<file path="config.mk">
export PLATFORM = sky130hd
export DESIGN_NAME = updown_mod_cnt_flat
export DESIGN_NICKNAME = d
export VERILOG_FILES = /design/src/rtl/updown_mod_cnt_pkg.sv /design/src/rtl/updown_mod_cnt_if.sv /design/src/rtl/updown_mod_cnt_tc_detect.sv /design/src/rtl/updown_mod_cnt.sv /design/src/flat_wrapper.sv
export SDC_FILE = /design/constraint.sdc
export NUM_CORES = 1
export LEC_CHECK = 0
export CAP_MARGIN = 15
export CORE_UTILIZATION = 32
export DETAILED_ROUTE_END_ITERATION = 10
export PLACE_DENSITY_LB_ADDON = 0.25
export RECOVER_POWER = 100
export REMOVE_ABC_BUFFERS = 1
export SETUP_SLACK_MARGIN = 0.4
export SYNTH_ARGS = -nofsm -noshare
export SYNTH_HDL_FRONTEND = slang
export SYNTH_HIERARCHICAL = 1
export SYNTH_SLANG_ARGS = --single-unit
</file>
<file path="constraint.sdc">
create_clock -name clk -period 2.6 [get_ports clk]
set_clock_uncertainty 0.1 [all_clocks]
set_input_delay 0.65 -clock clk [delete_from_list [all_inputs] [get_ports clk]]
set_output_delay 0.65 -clock clk [all_outputs]
set_load 0.01 [all_outputs]
</file>
<file path="src/rtl/updown_mod_cnt_pkg.sv">
// Shared constants and helpers for the up/down modulus counter family.
// Direction encodings and the all-ones default modulus generator.
package cnt_pkg;

    localparam logic CNT_UP = 1'b1;
    localparam logic CNT_DN = 1'b0;

    // All-ones value of the given width, saturating at 32 bits.
    function automatic logic [31:0] max_of(input int width);
        if (width >= 32) begin
            return 32'hFFFF_FFFF;
        end
        return (32'd1 << width) - 32'd1;
    endfunction

endpackage

</file>
<file path="src/rtl/updown_mod_cnt_if.sv">
// Control/status bundle of one counter stage.
// The master drives the controls; the counter (slave) returns count and flags.
interface updown_mod_cnt_if #(
    parameter int WIDTH = 16
);
    logic             en;
    logic             up;
    logic             load;
    logic [WIDTH-1:0] load_val;
    logic             cfg_we;
    logic [WIDTH-1:0] cfg_max;
    logic [WIDTH-1:0] dout;
    logic             tc;
    logic             cout;
    logic             bout;
    logic             wrap;

    modport master (
        output en, up, load, load_val, cfg_we, cfg_max,
        input  dout, tc, cout, bout, wrap
    );

    modport slave (
        input  en, up, load, load_val, cfg_we, cfg_max,
        output dout, tc, cout, bout, wrap
    );
endinterface

</file>
<file path="src/rtl/updown_mod_cnt_tc_detect.sv">
// Combinational terminal-count and carry/borrow detection for one counter stage.
// 'active' low (reset asserted) forces every flag low.
module cnt_tc_detect
    import cnt_pkg::*;
#(
    parameter int WIDTH = 16
) (
    input  logic [WIDTH-1:0] dout,
    input  logic [WIDTH-1:0] max_reg,
    input  logic             en,
    input  logic             up,
    input  logic             active,
    output logic             at_max,
    output logic             at_zero,
    output logic             tc,
    output logic             cout,
    output logic             bout
);

    assign at_max  = (dout == max_reg);
    assign at_zero = (dout == '0);

    assign tc   = active & ((up == CNT_UP) ? at_max : at_zero);
    assign cout = active & en & (up == CNT_UP) & at_max;
    assign bout = active & en & (up == CNT_DN) & at_zero;

endmodule

</file>
<file path="src/rtl/updown_mod_cnt.sv">
// Up/down counter with runtime modulus, clamped synchronous load and cascade outputs.
// Priority per edge: modulus write, then load, then count step.
module updown_mod_cnt
    import cnt_pkg::*;
#(
    parameter int               WIDTH       = 16,
    parameter logic [WIDTH-1:0] DEFAULT_MAX = WIDTH'(max_of(WIDTH))
) (
    input  logic                 clk,
    input  logic                 rst,
    updown_mod_cnt_if.slave      bus
);

    localparam logic [WIDTH-1:0] ONE = WIDTH'(1);

    logic [WIDTH-1:0] dout_reg, dout_next;
    logic [WIDTH-1:0] max_reg, max_next;
    logic             wrap_reg, wrap_next;
    logic             at_max, at_zero;
    logic             tc_w, cout_w, bout_w;

    cnt_tc_detect #(
        .WIDTH (WIDTH)
    ) u_tc_detect (
        .dout    (dout_reg),
        .max_reg (max_reg),
        .en      (bus.en),
        .up      (bus.up),
        .active  (~rst),
        .at_max  (at_max),
        .at_zero (at_zero),
        .tc      (tc_w),
        .cout    (cout_w),
        .bout    (bout_w)
    );

    always_comb begin
        dout_next = dout_reg;
        max_next  = max_reg;
        wrap_next = 1'b0;
        if (bus.cfg_we) begin
            max_next = bus.cfg_max;
            if (bus.load) begin
                dout_next = (bus.load_val > bus.cfg_max) ? bus.cfg_max : bus.load_val;
            end else if (dout_reg > bus.cfg_max) begin
                dout_next = '0;
            end
        end else if (bus.load) begin
            // Out-of-range loads clamp to the modulus and never count as a wrap.
            dout_next = (bus.load_val > max_reg) ? max_reg : bus.load_val;
        end else if (bus.en) begin
            if (bus.up == CNT_UP) begin
                if (at_max) begin
                    dout_next = '0;
                    wrap_next = 1'b1;
                end else begin
                    dout_next = dout_reg + ONE;
                end
            end else begin
                if (at_zero) begin
                    dout_next = max_reg;
                    wrap_next = 1'b1;
                end else begin
                    dout_next = dout_reg - ONE;
                end
            end
        end
    end

    always_ff @(posedge clk or posedge rst) begin
        if (rst) begin
            dout_reg <= '0;
            max_reg  <= DEFAULT_MAX;
            wrap_reg <= 1'b0;
        end else begin
            dout_reg <= dout_next;
            max_reg  <= max_next;
            wrap_reg <= wrap_next;
        end
    end

    assign bus.dout = dout_reg;
    assign bus.wrap = wrap_reg;
    assign bus.tc   = tc_w;
    assign bus.cout = cout_w;
    assign bus.bout = bout_w;

endmodule

</file>
<file path="src/flat_wrapper.sv">
// flat-port wrapper written by rule: the top's interface ports become plain ports
module updown_mod_cnt_flat import cnt_pkg::*;
#(
    parameter int               WIDTH       = 16,
    parameter logic [WIDTH-1:0] DEFAULT_MAX = WIDTH'(max_of(WIDTH))
)
  (clk, rst, bus_en, bus_up, bus_load, bus_load_val, bus_cfg_we, bus_cfg_max, bus_dout, bus_tc, bus_cout, bus_bout, bus_wrap);
  updown_mod_cnt_if #(.WIDTH(WIDTH)) bus_i ();
  input  logic clk;
  input  logic rst;
  input wire logic [$bits(bus_i.en)-1:0] bus_en;
  input wire logic [$bits(bus_i.up)-1:0] bus_up;
  input wire logic [$bits(bus_i.load)-1:0] bus_load;
  input wire logic [$bits(bus_i.load_val)-1:0] bus_load_val;
  input wire logic [$bits(bus_i.cfg_we)-1:0] bus_cfg_we;
  input wire logic [$bits(bus_i.cfg_max)-1:0] bus_cfg_max;
  output wire logic [$bits(bus_i.dout)-1:0] bus_dout;
  output wire logic [$bits(bus_i.tc)-1:0] bus_tc;
  output wire logic [$bits(bus_i.cout)-1:0] bus_cout;
  output wire logic [$bits(bus_i.bout)-1:0] bus_bout;
  output wire logic [$bits(bus_i.wrap)-1:0] bus_wrap;
  assign bus_i.en = bus_en;
  assign bus_i.up = bus_up;
  assign bus_i.load = bus_load;
  assign bus_i.load_val = bus_load_val;
  assign bus_i.cfg_we = bus_cfg_we;
  assign bus_i.cfg_max = bus_cfg_max;
  assign bus_dout = bus_i.dout;
  assign bus_tc = bus_i.tc;
  assign bus_cout = bus_i.cout;
  assign bus_bout = bus_i.bout;
  assign bus_wrap = bus_i.wrap;
  updown_mod_cnt #(.WIDTH(WIDTH), .DEFAULT_MAX(DEFAULT_MAX)) u_core (.clk(clk), .rst(rst), .bus(bus_i));
endmodule
</file>
Word level (Yosys, flattened, before mapping)
Index checks and enable logic that the tools add are counted.
{"block": "word_totals", "register_bits": 33, "latchBits": 0, "ramBits": 0, "mem_bits_ro": 0, "input_bits": 38, "out_inout_bits": 20, "wordCells": 38, "mem_count": 0}
{"block": "op_classes", "add_sub_neg": 2, "mul": 0, "div_mod_pow": 0, "order_cmp": 3, "eq_ne": 2, "shifts": 0, "n_mux": 17, "bitwise_logic": 8, "reduce_logical": 3}
{"operator": "16-bit 2-to-1 mux", "n": 10}
{"operator": "16-bit > comparator", "n": 3}
{"operator": "16-bit by 1-bit adder with 16-bit output (second input constant)", "n": 1}
{"operator": "16-bit equality test", "n": 1}
{"operator": "16-bit logical NOT", "n": 1}
{"operator": "16-bit by 1-bit subtractor with 16-bit output (second input constant)", "n": 1}
{"operator": "1-bit 2-to-1 mux", "n": 7}
{"operator": "1-bit bitwise AND", "n": 6}
{"operator": "3-bit by 2-bit != test with 1-bit output (second input constant)", "n": 1}
{"operator": "3-bit nonzero test", "n": 1}
{"operator": "1-bit NOT", "n": 2}
{"operator": "2-bit AND reduction", "n": 1}

Longest topological paths before layout
{"block": "depth", "ltp_word": 6, "ltp_mapped": 11, "mapped_depth_nobuf": 10}

Cells and area by module
Netlist, hierarchy kept.
{"mod": "updown_mod_cnt", "n_inst": 1, "cells_per_inst": 476, "area_each_um2": 3976.3, "seq_area_each_um2": 845.8}
{"mod": "cnt_tc_detect", "n_inst": 1, "cells_per_inst": 35, "area_each_um2": 244.0, "seq_area_each_um2": 0.0}

Least setup slack after synthesis
OpenSTA, ideal clock, no wires.
{"block": "synth_timing", "path_type": "input -> register", "from": "input port bus_cfg_max[7]", "to": "register u_core.dout_reg[0], in the netlist u_core/bus.dout[0]", "setup_ns": 0.126, "arrival_ns": 2.723, "t_required_ns": 2.374, "setup_slack_ns": -0.349, "stages": 9, "path_buffers": 1, "path_cell_list": "inv_1 ha_1 nand4_1 a2111o_1 and3_1 buf_2 nor2_4 mux2_2 a221o_1"}
{"block": "synth_via", "elab_chain_cells": 4, "word_cells_on_any_way": 7, "cone_classes": "order compare (2); eq/ne (1); mux (3); reduce/logical (1)"}
{"item": "start, declared", "line": "flat_wrapper.sv:16", "rtl": "input wire logic [$bits(bus_i.cfg_max)-1:0] bus_cfg_max;"}
{"item": "16-bit > comparator", "line": "updown_mod_cnt.sv:44", "rtl": "dout_next = (bus.load_val > bus.cfg_max) ? bus.cfg_max : bus.load_val;"}
{"item": "16-bit 2-to-1 mux", "line": "updown_mod_cnt.sv:44"}
{"item": "16-bit 2-to-1 mux", "line": "updown_mod_cnt.sv:43", "rtl": "if (bus.load) begin"}
{"item": "16-bit 2-to-1 mux", "line": "updown_mod_cnt.sv:41", "rtl": "if (bus.cfg_we) begin"}
{"item": "end signal, assigned", "line": "updown_mod_cnt.sv:76", "rtl": "dout_reg <= dout_next;"}
{"item": "end, declared", "line": "updown_mod_cnt.sv:16", "rtl": "logic [WIDTH-1:0] dout_reg, dout_next;"}
Parallel ways exist; a longest one is shown, timed or not.
A chain may end at the register's enable or synchronous reset.

Worst setup path after layout
{"block": "layout_timing", "from": "register u_core.max_reg[10]", "to": "register u_core.dout_reg[7], in the netlist u_core/bus.dout[7]"}
{"block": "layout_via", "elab_chain_cells": 6, "word_cells_on_any_way": 8, "cone_classes": "order compare (1); eq/ne (1); mux (6)"}
{"item": "start, declared", "line": "updown_mod_cnt.sv:17", "rtl": "logic [WIDTH-1:0] max_reg, max_next;"}
{"item": "start signal, assigned", "line": "updown_mod_cnt.sv:77", "rtl": "max_reg <= max_next;"}
{"item": "parallel branches: the longest is 4 deep, another holds 16-bit > comparator"}
{"item": "16-bit 2-to-1 mux *", "line": "updown_mod_cnt.sv:48", "rtl": "end else if (bus.load) begin"}
{"item": "16-bit 2-to-1 mux *", "line": "updown_mod_cnt.sv:41"}
Mark *: on every way between the ends. The select of a mux whose other input is x is not followed.

==> impl_metrics.toml <==
[global_route]
grt_pass1_wl_um = 27570
grt_pass1_vias = 4983
grt.total_usage = 0.2740
grt_max_degree = 27
antenna_found_initial = 0
grt-ovfl-total = 0

[sta]
tns_ns = -5.896
rsz0062_at_grt = "true"
worst_pin_slew_ns = 1.343
finalSetupViolations = 18
worst_slack_ns = -0.4031
hold_viol_final = 0
fmax_mhz = 333.0
slew-limit-headroom = 0.1046
slew_violations = 0
timing.hold.ws_ns = 0.3901
period_share = 1.155
fin_crit_ns = 3.003

[placement]
dpl.cell_count = 862
pre_cts_slack_ns = -1.124
routabilityCongestion = 0.9269
io_buffers = 57
dp_hpwl_um = 13800

[synth]
yosys.area_share.simple = 0.1951
synth_fa_ha_area_frac = 0.1482
synth-xor-area-share = 0.08064
synth_area_per_cell_um2 = 8.259
synthFlopType = "dfrtp_1"
synth_edf_count = 0
async_flop_share = 1.000
synth_warnings = 6
ys_seq_area_frac = 0.2004
synth_compound_area_frac = 0.2310
syn_area_um2 = 4220
synth_seq_cells = 33
synth_top_family_by_area = "compound AO/OA/AOI/OAI gates"
yosysTopAreaCell = "ha_1"
ys_types = 62
synthCells = 511
muxShareOfSynthArea = 0.06671
synth.top_cell.area_share = 0.1482
synth_area_leaders = "ha_1, dfrtp_1, dfstp_2, xor2_1, mux2i_1"

[critical_path]
critPathMaxFanout = 6
path_class = "flip-flop to flip-flop"
critPathLaunchType = "flip-flop"
crit_arrival_ns = 3.04
required_ns = 2.64
endpoint_kind = "flip-flop"

[drt]
drc = 0
post_drt_wl_per_cell_um = 19.91
dr_wl_met2_um = 8137
routed_via_density = 5.502
drt_wl_total_um = 17880
top_layer = "met4"
dr.pass1.iters = 5
postRouteAntennaNets = 0
drtIter0Drc = 326
wl_met1_um = 7740
vias = 4941
route.met3.wl_um = 1238

[cts]
root_buffer = "clkbuf_16"
tritoncts = "done"
clk_pin_slew_ns = 0.06
insertion_delay_ns = 0.28
cts_made_buffers = 5
hold_buffers = 0
clock-sinks = 33
clock_path_buffers = 2
h-tree-depth = 2

[job]
cap_violations = 0

[floorplan]
ios = 58
rows = 41
fp.dieH_um = 116.8
dieArea_um2 = 13650
core_um2 = 12720
die_x_um = 116.8
initial_core_util = 0.3317

[layout]
synthToLayoutAreaGrowth_pct = 64.57
final_cells = 898
nets = 813
diodes = 0
drive_above_1_share = 0.4215
fill_cells = 1238

[pwr]
power_leakage_nw = 3.033
vdd_drop_max_mv = 0.2198
p_per_area_nw_per_um2 = 468.7

[status]
outcome = "finished with violations"
violations = "negative setup slack"

[min_path]
min_path_type = "flip-flop to flip-flop"
[logic make-up after synthesis]
group,after synthesis
AND/OR/NAND/NOR,146
adder cells (fa/ha/maj),50
AO/OA/AOI/OAI,139
XOR/XNOR,38
flip-flops,33
multiplexers,27
buffers and inverters,78
[cell usage in the layout (no fill, tap or decap), types with 15 or more instances in the layout]
master         Yosys  routed
a21oi_1           32      30
buf_4              2     151
buf_6              2      15
dfrtp_1           17      17
dfstp_2           16      16
dlygate4sd2_1      0      21
ha_1              50      27
ha_4               0      23
inv_1             47      26
inv_2              0      21
mux2i_1           18      16
nand2_1           38      38
nand3_1           19      19
nand4_1           16      16
nor2_1            22      17
o21ai_0           31      27
xnor2_1           16      16
xor2_1            21      19
[through the flow]
step	area (µm²)	total power (W)	utilization
global route	6945	0.003452	0.5459
floorplan	4071	0.001476	-
finish	6945	0.003256	0.5459
CTS	6830	0.003184	0.5369
global placement	6036	0.002326	0.4744
detailed placement	6036	0.002343	0.4744
[area by class of cell]
cell class | count | area, µm² | area share
Inverter | 48 | 180.2 | 0.02594
Sequential cell | 33 | 845.8 | 0.1218
Timing Repair Buffer | 237 | 2004 | 0.2886
Tap cell | 172 | 215.2 | 0.03099
Clock buffer | 8 | 136.4 | 0.01964
Multi-Input combinational cell | 400 | 3563 | 0.5131
[final timing paths]
path / end / slack [ns] / cells after the start / startpoint
worst min-delay path: u_core/max_reg[13] / 0.39 / 2 / u_core/max_reg[13]
worst min register to register: u_core/max_reg[13] / 0.39 / 2 / u_core/max_reg[13]
max in group asynchronous: u_core/bus.dout[8] / 0.31 / 3 / rst
worst max-delay path: u_core/bus.dout[7] / -0.40 / 11 / u_core/max_reg[10]
min in group asynchronous: u_core/bus.dout[5] / 1.03 / 3 / rst
worst max register to register: u_core/bus.dout[7] / -0.40 / 11 / u_core/max_reg[10]
[synth_stat cells (9+ instances only)]
master and n:
nor2_1 22, o21ai_0 31, o211ai_1 13, nand2_1 38
nor4_1 14, a21oi_1 32, a221oi_1 9, mux2i_1 18
inv_1 47, dfrtp_1 17, ha_1 50, dfstp_2 16
nand3_1 19, clkbuf_1 14, nand4_1 16, mux2_2 9
xnor2_1 16, buf_2 11, xor2_1 21, o221ai_1 9
[where the power goes]
part / internal, W / switching [W]
clock: 0.000357 / 0.000242
combinational: 0.000990 / 0.000952
sequential: 0.000604 / 0.000110
[routing by layer]
metal / track usage / up-vias
met5: 0 / -
met1: 0.3522 / 2362
met4: 0.1300 / 0
met3: 0.05098 / 45
li1: - / 2347
met2: 0.4438 / 187
[critical path, stage by stage (launching register included)]
cell       delay (ns)
dfstp_2          0.54
inv_2            0.06
ha_4             0.26
nand4_1          0.12
buf_4            0.17
a2111o_1         0.51
a31oi_4          0.29
clkbuf_16        0.23
buf_6            0.12
mux2i_1          0.20
a211o_1          0.17
o221ai_2         0.08
[timing repair]
item                       4_1_cts  5_1_grt
buffers inserted                20        6
setup endpoints to repair       26       29
gates cloned                     2        0
pin swaps                       62       13
gates resized for setup        157       26
(Power assumes the default switching activity.)
